**config.mk**
```make
export PLATFORM = sky130hd
export DESIGN_NAME = uart_rx_flat
export DESIGN_NICKNAME = d
export VERILOG_FILES = /design/src/rtl/uart_rx_if.sv /design/src/rtl/uart_rx.sv /design/src/flat_wrapper.sv
export SDC_FILE = /design/constraint.sdc
export NUM_CORES = 1
export LEC_CHECK = 0
export BUFFER_PORTS_ARGS = -buffer_cell sky130_fd_sc_hd__buf_2
export CELL_PAD_IN_SITES_DETAIL_PLACEMENT = 1
export CELL_PAD_IN_SITES_GLOBAL_PLACEMENT = 2
export CORE_MARGIN = 4
export CORE_UTILIZATION = 35
export CTS_CLUSTER_DIAMETER = 30
export DETAILED_ROUTE_END_ITERATION = 8
export PLACE_DENSITY_LB_ADDON = 0.1
export SETUP_SLACK_MARGIN = 0.1
export SLEW_MARGIN = 20
export SYNTH_ARGS = -nofsm -noshare
export SYNTH_HDL_FRONTEND = slang
export SYNTH_SLANG_ARGS = --single-unit
```
**constraint.sdc**
```tcl
create_clock -name clk_25mhz -period 1.8 [get_ports clk_25mhz]
set_clock_uncertainty 0.05 [all_clocks]
set_input_delay 0.45 -clock clk_25mhz [delete_from_list [all_inputs] [get_ports clk_25mhz]]
set_output_delay 0.45 -clock clk_25mhz [all_outputs]
set_load 0.02 [all_outputs]
```
**src/rtl/uart_rx_if.sv**
```systemverilog
// uart_rx_if: serial line and received-byte signals for the UART receiver.
//
// Signals:
//   rx          serial line into the receiver (idle high, asynchronous)
//   data        last received byte, held until the next byte completes
//   data_valid  one-cycle pulse when data holds a new good byte
//   frame_err   one-cycle pulse when the stop bit sampled low
//   parity_err  one-cycle pulse on even-parity mismatch (8E1 build only)
//   busy        receiver is inside a frame
//
// Modports:
//   master  the receiver: samples rx, drives the byte and status outputs
//   slave   the line driver / byte consumer
interface uart_rx_if;
    logic       rx;
    logic [7:0] data;
    logic       data_valid;
    logic       frame_err;
    logic       parity_err;
    logic       busy;

    modport master (
        input  rx,
        output data,
        output data_valid,
        output frame_err,
        output parity_err,
        output busy
    );

    modport slave (
        output rx,
        input  data,
        input  data_valid,
        input  frame_err,
        input  parity_err,
        input  busy
    );
endinterface

```
**src/rtl/uart_rx.sv**
```systemverilog
// uart_rx: 16x-oversampling UART receiver, LSB first, 115200 baud from 25 MHz.
// Default frame is 8N1; defining UART_RX_PARITY_EN switches to 8E1 and enables
// the parity_err output.
//
// Ports:
//   clk_25mhz  system clock
//   reset      asynchronous, active-high reset
//   bus        uart_rx_if.master: rx in; data, data_valid, frame_err,
//              parity_err, busy out
//
// Parameter:
//   DIVIDER    phase increment per clock; the accumulator carry is the 16x tick
//
// state     | meaning
// ----------+-----------------------------------------------------------
// S_IDLE    | line idle, waiting for rx_s low
// S_START   | counting to mid start bit to reject glitches
// S_DATA    | sampling 8 data bits at mid-bit, LSB first
// S_PARITY  | sampling even-parity bit (UART_RX_PARITY_EN only)
// S_STOP    | sampling stop bit, publishing the byte and status pulse
// S_WAIT_HIGH | after a framing error, waiting for the line to return high
module uart_rx #(
    parameter logic [15:0] DIVIDER = 16'd4832
) (
    input  logic     clk_25mhz,
    input  logic     reset,
    uart_rx_if.master bus
);

    typedef enum logic [2:0] {
        S_IDLE      = 3'd0,
        S_START     = 3'd1,
        S_DATA      = 3'd2,
`ifdef UART_RX_PARITY_EN
        S_PARITY    = 3'd3,
`endif
        S_STOP      = 3'd4,
        S_WAIT_HIGH = 3'd5
    } state_t;

    state_t     state, state_nxt;
    logic       rx_meta, rx_s;
    logic [15:0] acc;
    logic       tick;
    logic [3:0] tcnt, tcnt_nxt;
    logic [2:0] bcnt, bcnt_nxt;
    logic [7:0] shreg, shreg_nxt;
    logic [7:0] data_q, data_nxt;
    logic       valid_q, valid_nxt;
    logic       ferr_q, ferr_nxt;
    logic       perr_nxt;
    logic       par_bad;
`ifdef UART_RX_PARITY_EN
    logic       par_bit, par_bit_nxt;
    logic       perr_q;
`endif

    // Synchronizer flops reset high so a reset does not look like a start edge.
    always_ff @(posedge clk_25mhz or posedge reset) begin
        if (reset) begin
            rx_meta <= 1'b1;
            rx_s    <= 1'b1;
        end else begin
            rx_meta <= bus.rx;
            rx_s    <= rx_meta;
        end
    end

    // Free-running fractional divider; the carry-out is the 16x tick.
    always_ff @(posedge clk_25mhz or posedge reset) begin
        if (reset) begin
            acc  <= 16'd0;
            tick <= 1'b0;
        end else begin
            {tick, acc} <= {1'b0, acc} + {1'b0, DIVIDER};
        end
    end

`ifdef UART_RX_PARITY_EN
    assign par_bad = (^shreg) ^ par_bit;
`else
    assign par_bad = 1'b0;
`endif

    always_comb begin
        state_nxt = state;
        tcnt_nxt  = tcnt;
        bcnt_nxt  = bcnt;
        shreg_nxt = shreg;
        data_nxt  = data_q;
        valid_nxt = 1'b0;
        ferr_nxt  = 1'b0;
        perr_nxt  = 1'b0;
`ifdef UART_RX_PARITY_EN
        par_bit_nxt = par_bit;
`endif
        case (state)
            S_IDLE: begin
                if (!rx_s) begin
                    state_nxt = S_START;
                    tcnt_nxt  = 4'd0;
                end
            end
            S_START: begin
                if (tick) begin
                    if (tcnt == 4'd7) begin
                        if (rx_s) begin
                            state_nxt = S_IDLE;
                        end else begin
                            state_nxt = S_DATA;
                            tcnt_nxt  = 4'd0;
                            bcnt_nxt  = 3'd0;
                        end
                    end else begin
                        tcnt_nxt = tcnt + 4'd1;
                    end
                end
            end
            S_DATA: begin
                if (tick) begin
                    // 16 ticks after mid start lands on mid of each data bit.
                    tcnt_nxt = tcnt + 4'd1;
                    if (tcnt == 4'd15) begin
                        shreg_nxt = {rx_s, shreg[7:1]};
                        bcnt_nxt  = bcnt + 3'd1;
                        if (bcnt == 3'd7) begin
`ifdef UART_RX_PARITY_EN
                            state_nxt = S_PARITY;
`else
                            state_nxt = S_STOP;
`endif
                        end
                    end
                end
            end
`ifdef UART_RX_PARITY_EN
            S_PARITY: begin
                if (tick) begin
                    tcnt_nxt = tcnt + 4'd1;
                    if (tcnt == 4'd15) begin
                        par_bit_nxt = rx_s;
                        state_nxt   = S_STOP;
                    end
                end
            end
`endif
            S_STOP: begin
                if (tick) begin
                    tcnt_nxt = tcnt + 4'd1;
                    if (tcnt == 4'd15) begin
                        data_nxt = shreg;
                        // Leaving at mid stop bit absorbs baud mismatch and
                        // allows back-to-back frames.
                        if (rx_s) begin
                            valid_nxt = !par_bad;
                            perr_nxt  = par_bad;
                            state_nxt = S_IDLE;
                        end else begin
                            ferr_nxt  = 1'b1;
                            state_nxt = S_WAIT_HIGH;
                        end
                    end
                end
            end
            S_WAIT_HIGH: begin
                if (rx_s) begin
                    state_nxt = S_IDLE;
                end
            end
            default: begin
                state_nxt = S_IDLE;
            end
        endcase
    end

    always_ff @(posedge clk_25mhz or posedge reset) begin
        if (reset) begin
            state   <= S_IDLE;
            tcnt    <= 4'd0;
            bcnt    <= 3'd0;
            shreg   <= 8'h00;
            data_q  <= 8'h00;
            valid_q <= 1'b0;
            ferr_q  <= 1'b0;
        end else begin
            state   <= state_nxt;
            tcnt    <= tcnt_nxt;
            bcnt    <= bcnt_nxt;
            shreg   <= shreg_nxt;
            data_q  <= data_nxt;
            valid_q <= valid_nxt;
            ferr_q  <= ferr_nxt;
        end
    end

`ifdef UART_RX_PARITY_EN
    always_ff @(posedge clk_25mhz or posedge reset) begin
        if (reset) begin
            par_bit <= 1'b0;
            perr_q  <= 1'b0;
        end else begin
            par_bit <= par_bit_nxt;
            perr_q  <= perr_nxt;
        end
    end
    assign bus.parity_err = perr_q;
`else
    assign bus.parity_err = perr_nxt;
`endif

    assign bus.data       = data_q;
    assign bus.data_valid = valid_q;
    assign bus.frame_err  = ferr_q;
    assign bus.busy       = (state != S_IDLE);

endmodule

```
**src/flat_wrapper.sv**
```systemverilog
// flat-port wrapper written by rule: the top's interface ports become plain ports
module uart_rx_flat 
#(
    parameter logic [15:0] DIVIDER = 16'd4832
)
  (clk_25mhz, reset, bus_rx, bus_data, bus_data_valid, bus_frame_err, bus_parity_err, bus_busy);
  uart_rx_if bus_i ();
  input  logic clk_25mhz;
  input  logic reset;
  input wire logic [$bits(bus_i.rx)-1:0] bus_rx;
  output wire logic [$bits(bus_i.data)-1:0] bus_data;
  output wire logic [$bits(bus_i.data_valid)-1:0] bus_data_valid;
  output wire logic [$bits(bus_i.frame_err)-1:0] bus_frame_err;
  output wire logic [$bits(bus_i.parity_err)-1:0] bus_parity_err;
  output wire logic [$bits(bus_i.busy)-1:0] bus_busy;
  assign bus_i.rx = bus_rx;
  assign bus_data = bus_i.data;
  assign bus_data_valid = bus_i.data_valid;
  assign bus_frame_err = bus_i.frame_err;
  assign bus_parity_err = bus_i.parity_err;
  assign bus_busy = bus_i.busy;
  uart_rx #(.DIVIDER(DIVIDER)) u_core (.clk_25mhz(clk_25mhz), .reset(reset), .bus(bus_i));
endmodule
```
==> results.cfg <==
[yosys]
ys_async_sr_fraction_pct = 100.0
avgSynthCellArea_um2 = 12.32
syn_nets = 165
synth_area_um2 = 1947
ys.flop_type = dfrtp_1
synth_simple_gate_area_share_pct = 10.86
synth_edf_count = 0
yosysWarnings = 0
yosysUniqueCellTypes = 45
ys_seq_area_share_pct = 54.11
synth-compound-area-share_pct = 9.769
synth_top_family_by_area = multiplexers
synth_fa_ha_area_share_pct = 2.571
synthCells = 158
synth_mux_area_share_pct = 13.50
ys_seq_elements = 42
synthXorXnorAreaFrac_pct = 4.499

[timing]
hold_viol_final = 0
drv_slew = 0
setup_viol = 0
period_minus_slack_ns = 1.795
rsz0062_at_grt = true
worst_slack_ns = 0.004614
fin_crit_sh_pct = 99.74
whs_ns = 0.1505
fmax_ghz = 0.5570

[clock_network]
cts_tree = yes
htree_num_levels = 2
cts_sinks = 42
cts-root-buf = clkbuf_8
clkSlewWorstSetupHoldPaths_ns = 0.08
cts_made_buffers = 5
cts_max_path_buffers = 2
clock_latency_ns = 0.29

[layout]
diodes = 0
n_fill_cell = 568
layout_commonest_cell = dfrtp_1
drive_above_1_share_pct = 38.02
finalNetCount = 198
multi_input_area_um2 = 843.3
fin_util_pct = 45.20
most-common-layout-cells = 39 x dfrtp_1, 15 x buf_4, 12 x buf_2
regArea_um2 = 1055
area_delta_synth_final_pct = 21.59

[worst_setup_path]
ff2ff_path_depth = 7
cp-start-kind = flop
worstPathCellList = buf_6 > or3_4 > buf_6
worstPathMaxFanout = 2
crit_top_cell = buf_6
arrival_ns = 1.30
crit_path_end_kind = output pin
cp.required_ns = 1.30
cp_slowest_cell = dfrtp_1
worstSetupPathType = reg -> out
cp_slowest_stage_delay_ns = 0.39

[floorplan]
start_util_pct = 37.17
die_w_um = 82.58
core-area_um2 = 5238
rows = 26
dieArea_um2 = 6819
dieHeight_um = 82.58
pin_count = 15

[drt]
avgViaCountPerCell = 4.958
firstDrtPassIters = 4
routedWlPerCell_um = 15.10
detail-route-antenna-nets = 0
drcViolationCount = 0
vias = 1299
drtIter0Drc = 48
finalWirelength_mm = 3.955

[worst_hold_path]
min_path_type = in -> async

[power_and_ir_drop]
power_frac_clock_pct = 39.2
share_seq_of_total_power_pct = 58.8
p_leak_uw = 0.001145
powerDensity_nw_per_um2 = 682.8
p_sw_share_pct = 21.82
pwr-share-comb_pct = 2.0
p_switching_uw = 352.8
p_int_uw = 1264
ir_drop_uv = 421.5

[global_route]
grt_max_degree = 43
grt_pass1_vias = 1404
antenna_found_initial = 0
grt_overflow = 0
grt_util_all_layers_pct = 12.98
grt_pass1_wl_mm = 6.672

[status]
outcome = finished clean

[placed_design]
place_congestion = 0.7648
hpwl_mm = 2.765
detailedPlace.worstSlack_ns = 0.07817
io_buffer_count = 13

[job]
drv_cap = 0
## metrics by stage
| stage | TNS (ns) | instances | cell area (µm²) | power (µW) |
|---|---|---|---|---|
| floorplan | 0 | 158 | 1959 | 988.4 |
| global placement | 0 | 247 | 2172 | 1001 |
| detailed placement | 0 | 247 | 2172 | 1003 |
| CTS | -0.007247 | 261 | 2333 | 1647 |
| global route | -0.05832 | 262 | 2367 | 1702 |
| finish | 0 | 262 | 2367 | 1616 |
## flip-flops by register name, summed over array words and instances, names as in the netlist, 3 cells and up
name,flops
u_core.bus.data,8
u_core.acc,11
u_core.bcnt,3
u_core.state,3
u_core.shreg,8
u_core.tcnt,4
## layer usage
metal	wire, µm	vias up	global-route usage [%]
li1	-	621	-
met1	1820	659	15.68
met2	1968	17	22.44
met3	152	2	4.230
met4	13	0	2.941
met5	0	-	0
## cell usage after synthesis (2+ instances only)
cell       n  area, µm²
inv_1     10      37.54
nor3b_1    2      15.01
buf_6      2      22.52
nand3_1    5      25.02
mux2i_1    3      30.03
a21o_1     3      22.52
buf_2      3      15.01
o22ai_1    2      12.51
a31oi_1    4      25.02
a21oi_1    3      15.01
dfstp_2    2      52.55
ha_1       4      50.05
nand2_1    6      22.52
nand2b_1   4      25.02
mux2_4     8      120.1
a22o_1     2      17.52
mux2_2    10      112.6
dfrtp_1   40       1001
nor2_1    10      37.54
xor2_1     2      17.52
or3_1      2      12.51
xnor2_1    8      70.07
## final timing paths
check                      slack [ns]                   startpoint                              to
max reg2reg                      0.04  u_core.state[1]$_DFFE_PP0P_      u_core.tcnt[0]$_DFFE_PP0P_
min                              0.15                        reset  u_core.bus.data[4]$_DFFE_PP0P_
min reg2reg                      0.31     u_core.rx_meta$_DFF_PP1_           u_core.rx_s$_DFF_PP1_
min in group clk_25mhz           0.21                       bus_rx        u_core.rx_meta$_DFF_PP1_
max in group asynchronous        1.29                        reset        u_core.rx_meta$_DFF_PP1_
max                             0.005  u_core.state[1]$_DFFE_PP0P_                        bus_busy
## repair_timing
action | CTS | global route
pin swaps | 2 | 0
buffers inserted | 6 | 0
resized for setup | 6 | 9
gates cloned | 0 | 1
setup endpoints to repair | 11 | 22
hold buffers | 0 | 0
## power by group through the flow
stage                     combinational [µW]  clock, µW  sequential, µW
after floorplan                         21.3          0             967
after global placement                  32.5          0             968
after detailed placement                34.2          0             968
after CTS                               34.7        662             950
after global routing                    38.2        713             951
final                                   32.7        634             950
## worst max-delay path, delay by kind of cell, from the launching register on
| kind | cells | cell delay, ns |
|---|---|---|
| flops | 1 | 0.39 |
| simple gates | 1 | 0.35 |
| buf+inv | 2 | 0.26 |
## cell type report
cell class | count | area share (%)
Sequential cell | 42 | 44.56
Multi-Input combinational cell | 99 | 35.62
Inverter | 10 | 1.586
Tap cell | 70 | 3.700
Clock buffer | 6 | 3.488
Timing Repair Buffer | 33 | 10.52
Clock inverter | 2 | 0.5285
## cell families (layout without fill, tap and decap cells)
logic type | after synthesis | after routing
buf+inv | 17 | 51
fa+ha+maj | 4 | 4
other cells | 1 | 1
flops | 42 | 42
simple gates | 38 | 38
mux | 21 | 21
xor+xnor | 10 | 10
compound gates | 25 | 25
(Power assumes the default switching activity.)
